--- config.mk ---
export PLATFORM = sky130hd
export DESIGN_NAME = rv_dpsram
export DESIGN_NICKNAME = d
export VERILOG_FILES = /design/src/rtl/rv_dpsram.sv
export SDC_FILE = /design/constraint.sdc
export NUM_CORES = 1
export LEC_CHECK = 0
export CAP_MARGIN = 15
export CORE_UTILIZATION = 40
export DETAILED_ROUTE_END_ITERATION = 7
export PLACE_DENSITY_LB_ADDON = 0.1
export SLEW_MARGIN = 20
export SYNTH_ARGS = -nofsm -noshare
export SYNTH_HDL_FRONTEND = slang
export SYNTH_SLANG_ARGS = --single-unit
--- constraint.sdc ---
create_clock -name i_dpsram_clk -period 5.29 [get_ports i_dpsram_clk]
set_input_delay 0.529 -clock i_dpsram_clk [delete_from_list [all_inputs] [get_ports i_dpsram_clk]]
set_output_delay 0.529 -clock i_dpsram_clk [all_outputs]
set_load 0.02 [all_outputs]
--- src/rtl/rv_dpsram.sv ---
// ============================================================================
// Module  : rv_dpsram
// Purpose : 1W/1R synchronous SRAM with byte enables, write-first bypass and
//           a post-reset clearing sweep. RV_DPSRAM_OREG_EN adds an output stage.
// Revision: 1.0 - initial release
// ============================================================================
`default_nettype none

module rv_dpsram #(
  parameter int BW_DATA = 32,
  parameter int BW_ADDR = 4,
  parameter int BW_BE   = BW_DATA / 8
) (
  input  logic               i_dpsram_clk,
  input  logic               i_dpsram_rstn,
  input  logic               i_dpsram_wr_en,
  input  logic [BW_ADDR-1:0] i_dpsram_wr_addr,
  input  logic [BW_DATA-1:0] i_dpsram_wr_data,
  input  logic [BW_BE-1:0]   i_dpsram_wr_be,
  input  logic               i_dpsram_rd_en,
  input  logic [BW_ADDR-1:0] i_dpsram_rd_addr,
  output logic [BW_DATA-1:0] o_dpsram_rd_data,
  output logic               o_dpsram_rd_val,
  output logic               o_dpsram_rdy
);

  localparam int                 DEPTH       = 2 ** BW_ADDR;
  localparam logic [BW_ADDR-1:0] c_last_addr = {BW_ADDR{1'b1}};

  generate
    if (BW_DATA % 8 != 0) begin : g_bad_width
      $error("rv_dpsram: BW_DATA must be a multiple of 8");
    end
  endgenerate

  typedef enum logic [0:0] {
    ST_INIT  = 1'b0,
    ST_READY = 1'b1
  } state_t;

  state_t               r_state;
  state_t               w_state_nxt;
  logic [BW_ADDR-1:0]   r_cnt;
  logic [BW_ADDR-1:0]   w_cnt_nxt;
  logic                 w_sweep_we;
  logic [BW_DATA-1:0]   r_mem [DEPTH];

  logic                 w_wr_acc;
  logic                 w_rd_acc;
  logic                 w_collide;
  logic [BW_DATA-1:0]   w_rd_merge;
  logic [BW_DATA-1:0]   r_rd_data;
  logic                 r_rd_val;

  always_ff @(posedge i_dpsram_clk) begin
    if (!i_dpsram_rstn) begin
      r_state <= ST_INIT;
      r_cnt   <= '0;
    end else begin
      r_state <= w_state_nxt;
      r_cnt   <= w_cnt_nxt;
    end
  end

  // The counter parks on the last address so READY never re-sweeps.
  always_comb begin
    w_state_nxt = r_state;
    w_cnt_nxt   = r_cnt;
    w_sweep_we  = 1'b0;
    case (r_state)
      ST_INIT: begin
        w_sweep_we = 1'b1;
        if (r_cnt == c_last_addr) begin
          w_state_nxt = ST_READY;
        end else begin
          w_cnt_nxt = r_cnt + 1'b1;
        end
      end
      default: ;
    endcase
  end

  assign o_dpsram_rdy = (r_state == ST_READY);
  assign w_wr_acc     = o_dpsram_rdy && i_dpsram_wr_en;
  assign w_rd_acc     = o_dpsram_rdy && i_dpsram_rd_en;
  assign w_collide    = w_wr_acc && (i_dpsram_wr_addr == i_dpsram_rd_addr);

  always_ff @(posedge i_dpsram_clk) begin
    if (i_dpsram_rstn) begin
      if (w_sweep_we) begin
        r_mem[r_cnt] <= '0;
      end else if (w_wr_acc) begin
        for (int k = 0; k < BW_BE; k++) begin
          if (i_dpsram_wr_be[k]) begin
            r_mem[i_dpsram_wr_addr][8*k +: 8] <= i_dpsram_wr_data[8*k +: 8];
          end
        end
      end
    end
  end

  // Write-first: bytes being written this cycle override the stored bytes.
  always_comb begin
    w_rd_merge = r_mem[i_dpsram_rd_addr];
    for (int k = 0; k < BW_BE; k++) begin
      if (w_collide && i_dpsram_wr_be[k]) begin
        w_rd_merge[8*k +: 8] = i_dpsram_wr_data[8*k +: 8];
      end
    end
  end

  always_ff @(posedge i_dpsram_clk) begin
    if (!i_dpsram_rstn) begin
      r_rd_val  <= 1'b0;
      r_rd_data <= '0;
    end else begin
      r_rd_val <= w_rd_acc;
      if (w_rd_acc) begin
        r_rd_data <= w_rd_merge;
      end
    end
  end

`ifdef RV_DPSRAM_OREG_EN
  logic [BW_DATA-1:0] r_rd_data2;
  logic               r_rd_val2;

  always_ff @(posedge i_dpsram_clk) begin
    if (!i_dpsram_rstn) begin
      r_rd_val2  <= 1'b0;
      r_rd_data2 <= '0;
    end else begin
      r_rd_val2 <= r_rd_val;
      if (r_rd_val) begin
        r_rd_data2 <= r_rd_data;
      end
    end
  end

  assign o_dpsram_rd_data = r_rd_data2;
  assign o_dpsram_rd_val  = r_rd_val2;
`else
  assign o_dpsram_rd_data = r_rd_data;
  assign o_dpsram_rd_val  = r_rd_val;
`endif

endmodule

`default_nettype wire

## Word-level counts from Yosys, hierarchy flattened

Memory sizes are Yosys's and may differ from the RTL's. A register that Yosys moved wholly into a read port is not among the register bits.
Index checks and enable logic that the tools add are counted.

| word-level totals | value |
|---|---|
| register bits after elaboration | 6 |
| bits in latches | 0 |
| bits in writable memories | 512 |
| ROM bits | 0 |
| input port bits | 48 |
| memories | 1 |

Memory list:

| memory | words | width | rd ports | clocked after Yosys merged registers in | write ports | line | source |
|---|---|---|---|---|---|---|---|
| r_mem | 16 | 32 | 1 | 1 | 1 | 46 | `logic [BW_DATA-1:0] r_mem [DEPTH];` |

| operators by class | value |
|---|---|
| add/subtract/negate cells | 1 |
| multiply operators | 0 |
| divide/modulo/power cells | 0 |
| order comparisons | 0 |
| equal/unequal tests | 1 |
| shift operators | 0 |
| mux-type cells | 28 |
| bitwise operators | 2 |
| reduce and logical (&&, ||, !) cells | 5 |

Operator list:

| cell | number |
|---|---|
| $mux 32 | 1 |
| $reduce_or 32->1 | 1 |
| $mux 1 | 25 |
| $mux 4 | 2 |
| $add 4x1->4 const B | 1 |
| $eq 4x4->1 const B | 1 |
| $logic_and 1x1->1 | 2 |
| $not 1->1 | 2 |
| $reduce_and 2->1 | 1 |
| $logic_not 1->1 | 1 |

## Logic depth before layout (Yosys ltp)

Gate-level depths: netlist of run 1.

| depth | value |
|---|---|
| word-level depth | 7 |
| depth in mapped cells | 8 |
| depth with buffers taken out | 5 |

## Worst setup path after synthesis of run 1

No wires, ideal clock.

| timing | value |
|---|---|
| path kind | input to register |
| start point | in i_dpsram_wr_be[1] |
| end point | mem r_mem[12][16] (enable) |
| setup time | 0.383 ns |
| arrival time | 2.311 ns |
| slack | 2.595 ns |
| stages on the path | 7 |
| buffers on the path | 2 |
| cell sequence | nor4_2 nor2_4 buf_4 nor2_1 a31oi_1 buf_4 nor3_1 |

| on the way | value |
|---|---|
| longest elaborated chain between the ends | 7 |
| elaborated cells on any way between the ends | 8 |

RTL lines:

| item | line | source |
|---|---|---|
| start: declaration | 19 | `input logic [BW_BE-1:0] i_dpsram_wr_be,` |
| $mux 1 (*) | 94 | `if (i_dpsram_wr_be[k]) begin` |
| $mux 1 (*) | 92 | `end else if (w_wr_acc) begin` |
| $mux 1 (*) | 90 | `if (w_sweep_we) begin` |
| $mux 1 (*) | 89 | `if (i_dpsram_rstn) begin` |
| $mux 1 (not written as such) (*) | 95 | `r_mem[i_dpsram_wr_addr][8*k +: 8] <= i_dpsram_wr_data[8*k +: 8];` |
| $reduce_or 32->1 (no source line) (*) | - |  |
| $mux 4 (no source line) | - |  |
| end: declaration | 46 |  |

Mark *: on every way between the ends. The rest lies on a longest branch, timed or not.

## Worst setup path after layout of run 1

| timing | value |
|---|---|
| start point | in i_dpsram_rstn |
| end point | mem r_mem[8][28] (enable) |

| on the way | value |
|---|---|
| longest elaborated chain between the ends | 4 |
| elaborated cells on any way between the ends | 13 |

RTL lines:

| item | line | source |
|---|---|---|
| start: declaration | 15 | `input logic i_dpsram_rstn,` |
| $mux 1 | 89 |  |
| $mux 1 (not written as such) | 95 |  |
| $reduce_or 32->1 (no source line) | - |  |
| $mux 4 (no source line) | - |  |

Several ways; a longest one is shown, not always the timed one.

==> results of run 1 <==
report_power, final:
| part | total, mW | internal, mW | switching [mW] |
|---|---|---|---|
| registers | 4.75 | 4.73 | 0.0155 |
| logic | 0.375 | 0.153 | 0.222 |
| clock network | 3.91 | 2.27 | 1.64 |
final timing paths:
check / from / to / slack, ns / depth (start not counted)
min: o_dpsram_rd_data[14] / o_dpsram_rd_data[14] / 0.46 / 2
max reg2reg: o_dpsram_rdy / r_mem[8][28] / 1.85 / 5
min reg2reg: o_dpsram_rd_data[14] / o_dpsram_rd_data[14] / 0.46 / 2
max: i_dpsram_rstn / r_mem[8][28] / 1.83 / 7
cell families after synthesis:
kind of cell	count (synthesis)	share of synthesized area
XOR/XNOR	10	0.00407
AO/OA/AOI/OAI	113	0.0439
AND/OR/NAND/NOR	206	0.0453
flip-flops	550	0.750
adder cells (fa/ha/maj)	1	0.000581
multiplexers	135	0.137
buffers and inverters	96	0.0191
sequential cells by signal, indices dropped and copies added, names as in the netlist:
register / flops
r_cnt: 4
o_dpsram_rdy: 1
o_dpsram_rd_data: 32
r_mem: 512
o_dpsram_rd_val: 1
placed cells by master, fill, tap and decap left out, drive strengths merged, types with 2 or more instances in the layout:
cell / instances
nor2b: 9
nor3b: 2
nand2b: 4
or2: 6
o21ai: 4
nor3: 40
clkinv: 28
clkdlybuf4s50: 79
mux4: 128
inv: 29
nand3: 4
nand2: 59
a22oi: 16
o221ai: 24
a21oi: 5
or3: 3
clkbuf: 68
buf: 28
dfxtp: 38
and3: 6
a221o: 6
bufinv: 6
a22o: 48
a31oi: 4
mux2i: 6
edfxtp: 512
xor2: 9
nor2: 57
nor4: 3
and2: 11
worst max-delay path, cell delays in order:
cell	delay, ns
sky130_fd_sc_hd__clkdlybuf4s50_1	0.46
sky130_fd_sc_hd__buf_4	0.16
sky130_fd_sc_hd__nand3_1	0.17
sky130_fd_sc_hd__nor2_4	0.74
sky130_fd_sc_hd__mux2i_1	0.36
sky130_fd_sc_hd__or2_2	0.50
sky130_fd_sc_hd__nor2_1	0.74
area by class of cell:
class                           instances  share of cell area
Sequential cell                       550               0.643
Multi-Input combinational cell        465               0.206
Clock buffer                           68              0.0589
Timing Repair Buffer                  107              0.0408
Tap cell                              688              0.0343
Clock inverter                         37              0.0132
Inverter                               27             0.00404
synth_stat cells:
library cell / instances
sky130_fd_sc_hd__a22o_1: 48
sky130_fd_sc_hd__nor2b_1: 9
sky130_fd_sc_hd__buf_1: 5
sky130_fd_sc_hd__o211ai_1: 1
sky130_fd_sc_hd__o21ai_1: 3
sky130_fd_sc_hd__or3_1: 3
sky130_fd_sc_hd__a21o_1: 1
sky130_fd_sc_hd__mux2_2: 1
sky130_fd_sc_hd__o221ai_1: 24
sky130_fd_sc_hd__nand3_1: 4
sky130_fd_sc_hd__o21a_1: 1
sky130_fd_sc_hd__a22oi_1: 16
sky130_fd_sc_hd__and2_1: 11
sky130_fd_sc_hd__mux2i_2: 1
sky130_fd_sc_hd__a21boi_1: 1
sky130_fd_sc_hd__a221o_1: 6
sky130_fd_sc_hd__nand2_1: 59
sky130_fd_sc_hd__and3_1: 6
sky130_fd_sc_hd__nand2b_1: 4
sky130_fd_sc_hd__xnor2_1: 1
sky130_fd_sc_hd__edfxtp_1: 512
sky130_fd_sc_hd__nor2_1: 56
sky130_fd_sc_hd__nor3b_1: 2
sky130_fd_sc_hd__mux4_2: 128
sky130_fd_sc_hd__a32o_1: 1
sky130_fd_sc_hd__buf_2: 17
sky130_fd_sc_hd__nor4bb_1: 1
sky130_fd_sc_hd__o21ai_0: 1
sky130_fd_sc_hd__o41a_1: 1
sky130_fd_sc_hd__ha_1: 1
sky130_fd_sc_hd__clkbuf_1: 40
sky130_fd_sc_hd__dfxtp_1: 38
sky130_fd_sc_hd__nor4_2: 3
sky130_fd_sc_hd__nand4_1: 1
sky130_fd_sc_hd__nor2_4: 1
sky130_fd_sc_hd__buf_4: 6
sky130_fd_sc_hd__buf_6: 1
sky130_fd_sc_hd__a31oi_1: 2
sky130_fd_sc_hd__a21oi_1: 5
sky130_fd_sc_hd__xor2_1: 9
sky130_fd_sc_hd__mux2i_1: 5
sky130_fd_sc_hd__or2_2: 6
sky130_fd_sc_hd__inv_1: 27
sky130_fd_sc_hd__a31oi_2: 2
sky130_fd_sc_hd__nor3_1: 40
metal layers:
layer / vias to the layer above / share of wire / track usage
met5: - / 0 / 0
met4: 0 / 0.018 / 0.0473
li1: 4724 / - / -
met1: 5728 / 0.45 / 0.282
met3: 67 / 0.057 / 0.0407
met2: 319 / 0.48 / 0.313
==> results.txt, run 1 <==
----------------------------------------------------
[Clock tree]
  Number of H-tree branching levels ... 2
  Post-cts resize count ... 0
  Number of buffers on the longest clock path ... 3
  Master cell of the clock root buffer ... sky130_fd_sc_hd__clkbuf_16
  Clock latency of the later-clocked register in the worst-skew pair ... 0.62 ns
  Post-cts hold buffer count ... 0
  CTS tree ... built
  TritonCTS Buffers ... 56
  Post-CTS clock slew at the launch and capture registers of the worst setup and hold paths ... 0.06 ns
  Sink Count ... 550
  Post-CTS setup buffer count ... 0

[Timing]
  Number of endpoints with negative hold slack in the final report ... 0
  Final critical path time including I/O delays and setup ... 3.46 ns
  Relative max-transition margin ... 0.263
  Unrepaired setup endpoints after global routing ... false
  Total negative slack ... 0 ns
  Final critical-path share of the clock period ... 0.653
  Post-route worst setup slack ... 1.83 ns
  Worst Skew ... 0.0204 ns
  Maximum operating frequency ... 0.289 GHz
  Final hold slack ... 0.457 ns
  Slew Viols, Final ... 0
  Worst slew pin tran ... 1.10 ns
  Count of endpoints failing setup in the final report ... 0

[GRT]
  Wire length of the first global-routing pass ... 77100 um
  All-Layer GR Usage ... 0.198
  Maximum number of pins on one net before global-route repair ... 69
  Vias in the first global route ... 11000
  Total congestion overflow after global routing ... 0
  Initial antenna violation count ... 0

[Setup path]
  Startpoint type of the worst setup path ... primary input
  Required time of the critical path ... 5.53 ns
  Worst Setup End Kind ... flip-flop
  Data arrival time of the critical path ... 3.69 ns
  Largest fanout on the critical path ... 30
  CP Class ... primary input to flip-flop

[Logic synthesis]
  Post-Syn Nets ... 1160
  Synthesized area per cell ... 19.4 um^2
  Synthesis Warnings ... 0
  Yosys cell types ... 45
  Synthesized cell area ... 21500 um^2
  Area fraction of the dominant cell type after synthesis ... 0.714
  Cells taking the most area after synthesis ... sky130_fd_sc_hd__edfxtp_1, sky130_fd_sc_hd__mux4_2, sky130_fd_sc_hd__dfxtp_1, sky130_fd_sc_hd__a22o_1, sky130_fd_sc_hd__nand2_1
  Cell taking the most area after synthesis ... sky130_fd_sc_hd__edfxtp_1
  Sequential cell area fraction in the yosys report ... 0.750
  Post-synthesis register bit count ... 550
  Number of standard cells after synthesis ... 1111

[Routing]
  Via-to-Cell Ratio ... 5.58
  Total via count after detailed routing ... 10800
  Routed len/inst ... 27.0 um
  Violation count after the first detailed-routing iteration ... 957
  First-pass DRT Iterations ... 8
  WL final ... 52500 um
  Antenna-violating nets left ... 0
  DRC viols ... 7

[Cells and area]
  Area of the multi-input gates ... 5160 um^2
  Layout net count ... 1256
  FF+latch area ... 16100 um^2
  Final core utilization ... 0.475
  Number of fill cells ... 4396
  Area of all placed cells without fillers ... 25100 um^2
  Fraction of final layout cells sized beyond drive strength 1 ... 0.229
  Synthesis-to-finish area growth ... 16.6%
  Final Instance Count excl. Fillers ... 1942
  Antenna diodes ... 0

[Outcome]
  Failing checks ... design-rule violations
  Outcome ... complete, but fails checks

[Floorplan]
  Number of rows created at floorplan ... 84
  I/O Pins ... 82
  DIE AREA ... 54700 um^2
  Chip height ... 234 um
  Placeable Area ... 52900 um^2
  Width of the die ... 234 um
  Starting density of the core ... 0.407

[Placement]
  Pre-CTS setup slack ... 1.14 ns
  Number of placed instances, taps included ... 1837
  Placer's final routability congestion estimate ... 0.760
  Count of port buffers added during placement ... 81
  Area of placed instances ... 23200 um^2
  HPWL after detailed placement ... 32700 um

[Worst hold path]
  Path class of the lowest-slack min-delay path ... flip-flop to flip-flop

[Job]
  Max-cap violations ... 0

[Power]
  Max VDD drop ... 0.241 mV
  Total power of the final layout ... 9.04 mW
  Leakage power of the design ... 8.93 nW
  Power Dens Cells ... 360 nW/um^2

----------------------------------------------------
Power figures use the tool's default switching activity.
==> run 2: changes to the inputs <==
clock period = 3.2 ns   (was 5.29 ns; I/O delays follow)
==> results.txt, run 2 (synthesis gave the netlist of run 1 again) <==
----------------------------------------------------
[GRT]
  Maximum number of pins on one net before global-route repair ... 80 (was 69)
  Initial antenna violation count ... 0 (unchanged)
  All-Layer GR Usage ... 0.194 (was 0.198)
  Total congestion overflow after global routing ... 0 (unchanged)
  Vias in the first global route ... 11400 (was 11000)
  Wire length of the first global-routing pass ... 76000 um (was 77100 um)

[Power]
  Share of total power in the clock network ... 0.429 (was 0.433)
  Leakage power of the design ... 9.33 nW (was 8.93 nW)
  Proportion of power drawn by combinational gates ... 0.043 (was 0.042)
  Switching power summed over all nets ... 3.05 mW (was 1.88 mW)
  Total power of the final layout ... 14.9 mW (was 9.04 mW)
  Reg power frac ... 0.528 (was 0.525)
  Sw frac ... 0.205 (was 0.208)
  Power Dens Cells ... 582 nW/um^2 (was 360 nW/um^2)
  Power Internal ... 11.8 mW (was 7.16 mW)
  Max VDD drop ... 0.351 mV (was 0.241 mV)

[Cells and area]
  Final Instance Count excl. Fillers ... 2016 (was 1942)
  Top reg by flops ... r_mem (unchanged)
  Leading cell type in the layout, fill and taps excluded ... sky130_fd_sc_hd__edfxtp_1 (unchanged)
  Synthesis-to-finish area growth ... 18.8% (was 16.6%)
  Fraction of final layout cells sized beyond drive strength 1 ... 0.249 (was 0.229)
  Top library cells by usage in the layout, fill and taps aside ... sky130_fd_sc_hd__edfxtp_1, sky130_fd_sc_hd__mux4_2, sky130_fd_sc_hd__buf_4 (was sky130_fd_sc_hd__edfxtp_1, sky130_fd_sc_hd__mux4_2, sky130_fd_sc_hd__clkdlybuf4s50_1)
  Layout net count ... 1333 (was 1256)
  Antenna diodes ... 0 (unchanged)
  Flip-flop count of the largest register, all copies and words added ... 512 (unchanged)
  Number of fill cells ... 4381 (was 4396)

[Routing]
  Via-to-Cell Ratio ... 5.40 (was 5.58)
  Total via count after detailed routing ... 10900 (was 10800)
  Routed len/inst ... 25.4 um (was 27.0 um)
  DRC viols ... 6 (was 7)
  Antenna-violating nets left ... 0 (unchanged)
  WL final ... 51200 um (was 52500 um)
  Violation count after the first detailed-routing iteration ... 670 (was 957)
  First-pass DRT Iterations ... 8 (unchanged)

[Outcome]
  Outcome ... complete, but fails checks (unchanged)
  Failing checks ... design-rule violations (unchanged)

[Setup path]
  Required time of the critical path ... 3.66 ns (was 5.53 ns)
  Largest fanout on the critical path ... 12 (was 30)
  Startpoint type of the worst setup path ... flip-flop (was primary input)
  Worst setup path startpoint ... o_dpsram_rdy (was i_dpsram_rstn)
  CP Class ... flip-flop to flip-flop (was primary input to flip-flop)
  Worst Setup End Kind ... flip-flop (unchanged)
  Worst r2r path cells ... 6 (was 5)
  Setup slack, reg-to-reg ... 0.32 ns (was 1.85 ns)
  Termination of the worst setup path ... o_dpsram_rd_data[22] (was r_mem[8][28])
  Data arrival time of the critical path ... 3.34 ns (was 3.69 ns)
  Critical register-to-register path startpoint ... o_dpsram_rdy (unchanged)
  Endpoint of the worst register-to-register path ... o_dpsram_rd_data[22] (was r_mem[8][28])

[Clock tree]
  Clock latency of the later-clocked register in the worst-skew pair ... 0.60 ns (was 0.62 ns)
  CTS tree ... built (unchanged)
  Post-cts resize count ... 0 (unchanged)
  Number of H-tree branching levels ... 2 (unchanged)
  Post-CTS clock slew at the launch and capture registers of the worst setup and hold paths ... 0.06 ns (about the same)
  TritonCTS Buffers ... 56 (unchanged)
  Post-cts hold buffer count ... 0 (unchanged)
  Number of buffers on the longest clock path ... 3 (unchanged)
  Post-CTS setup buffer count ... 0 (unchanged)
  Master cell of the clock root buffer ... sky130_fd_sc_hd__clkbuf_16 (unchanged)
  Sink Count ... 550 (unchanged)

[Floorplan]
  Starting density of the core ... 0.407 (unchanged)
  Number of rows created at floorplan ... 84 (unchanged)
  Placeable Area ... 52900 um^2 (unchanged)
  DIE AREA ... 54700 um^2 (unchanged)
  I/O Pins ... 82 (unchanged)
  Chip height ... 234 um (unchanged)
  Width of the die ... 234 um (unchanged)

[Timing]
  Unrepaired setup endpoints after global routing ... false (unchanged)
  Maximum operating frequency ... 0.347 GHz
  Slew Viols, Final ... 0 (unchanged)
  Final critical path time including I/O delays and setup ... 2.88 ns
  Post-route worst setup slack ... 0.317 ns (was 1.83 ns)
  Worst Skew ... 0.00806 ns (was 0.0204 ns)
  Final hold slack ... 0.364 ns (was 0.457 ns)
  Number of endpoints with negative hold slack in the final report ... 0 (unchanged)
  Worst slew pin tran ... 0.835 ns (was 1.10 ns)
  Count of endpoints failing setup in the final report ... 0 (unchanged)
  Total negative slack ... 0 ns (unchanged)
  Relative max-transition margin ... 0.427 (was 0.263)
  Final critical-path share of the clock period ... 0.901

[Placement]
  HPWL after detailed placement ... 32700 um (about the same)
  Count of port buffers added during placement ... 81 (unchanged)
  Pre-CTS setup slack ... 0.0520 ns (was 1.14 ns)
  Placer's final routability congestion estimate ... 0.769 (was 0.760)
  Number of placed instances, taps included ... 1914 (was 1837)

[Job]
  Max-cap violations ... 0 (unchanged)

[Worst hold path]
  Path class of the lowest-slack min-delay path ... primary input to flip-flop (was flip-flop to flip-flop)

----------------------------------------------------
[run 2: cell count changes in the layout (fill, tap and decap cells not counted), moves of 4 or more]
cell,delta
sky130_fd_sc_hd__buf_4,+73
sky130_fd_sc_hd__buf_12,+4
sky130_fd_sc_hd__nor3_1,+28
sky130_fd_sc_hd__nor3_2,-28
[run 2: how the worst min path moves through the flow]
stage / startpoint / to / slack, ns / depth (start not counted)
2_1_floorplan: o_dpsram_rd_data[7] / o_dpsram_rd_data[7] / 0.54 / 2
3_3_place_gp: o_dpsram_rd_data[28] / o_dpsram_rd_data[28] / 0.45 / 2
3_5_place_dp: o_dpsram_rd_data[23] / o_dpsram_rd_data[23] / 0.45 / 2
4_1_cts: i_dpsram_wr_data[20] / o_dpsram_rd_data[20] / 0.33 / 3
5_1_grt: i_dpsram_wr_data[27] / o_dpsram_rd_data[27] / 0.37 / 3
6_report: i_dpsram_wr_data[20] / o_dpsram_rd_data[20] / 0.36 / 3
[run 2: power by group through the flow]
stage | clock, mW | combinational, mW | sequential (mW)
detailed placement | 0 | 0.654 | 8.00
CTS | 6.53 | 0.657 | 7.85
finish | 6.38 | 0.643 | 7.85
global route | 6.79 | 0.687 | 7.85
global placement | 0 | 0.651 | 8.00
floorplan | 0 | 0.382 | 7.99
[run 2: layer usage]
metal / wire length, um / vias up / GRT usage
met5: 114 / - / 0.0161
met2: 24600 / 218 / 0.309
met3: 1970 / 69 / 0.0299
li1: - / 4879 / -
met1: 23300 / 5711 / 0.271
met4: 1210 / 2 / 0.0629
[run 2: area by class of cell]
class | instances | area, um^2 | area share
clock buffers | 66 | 1460 | 0.0571
multi-input cells | 465 | 5040 | 0.197
well taps | 688 | 861 | 0.0337
clock inverters | 36 | 318 | 0.0124
repair buffers | 184 | 1650 | 0.0646
flip-flops and latches | 550 | 16100 | 0.631
inverters | 27 | 101 | 0.00396
[run 2: critical path, cell delays in order, from the launching register on]
cell and delay (ns):
sky130_fd_sc_hd__dfxtp_1 0.50, sky130_fd_sc_hd__nand3_1 0.21, sky130_fd_sc_hd__nor2_4 0.40, sky130_fd_sc_hd__buf_4 0.29
sky130_fd_sc_hd__mux2i_2 0.53, sky130_fd_sc_hd__or3_1 0.60, sky130_fd_sc_hd__o221ai_1 0.19
[run 2: metrics by stage]
| step | util | cell area (um^2) |
|---|---|---|
| global route | 0.484 | 25600 |
| floorplan | - | 21500 |
| finish | 0.484 | 25600 |
| global placement | 0.450 | 23800 |
| detailed placement | 0.450 | 23800 |
| CTS | 0.484 | 25600 |
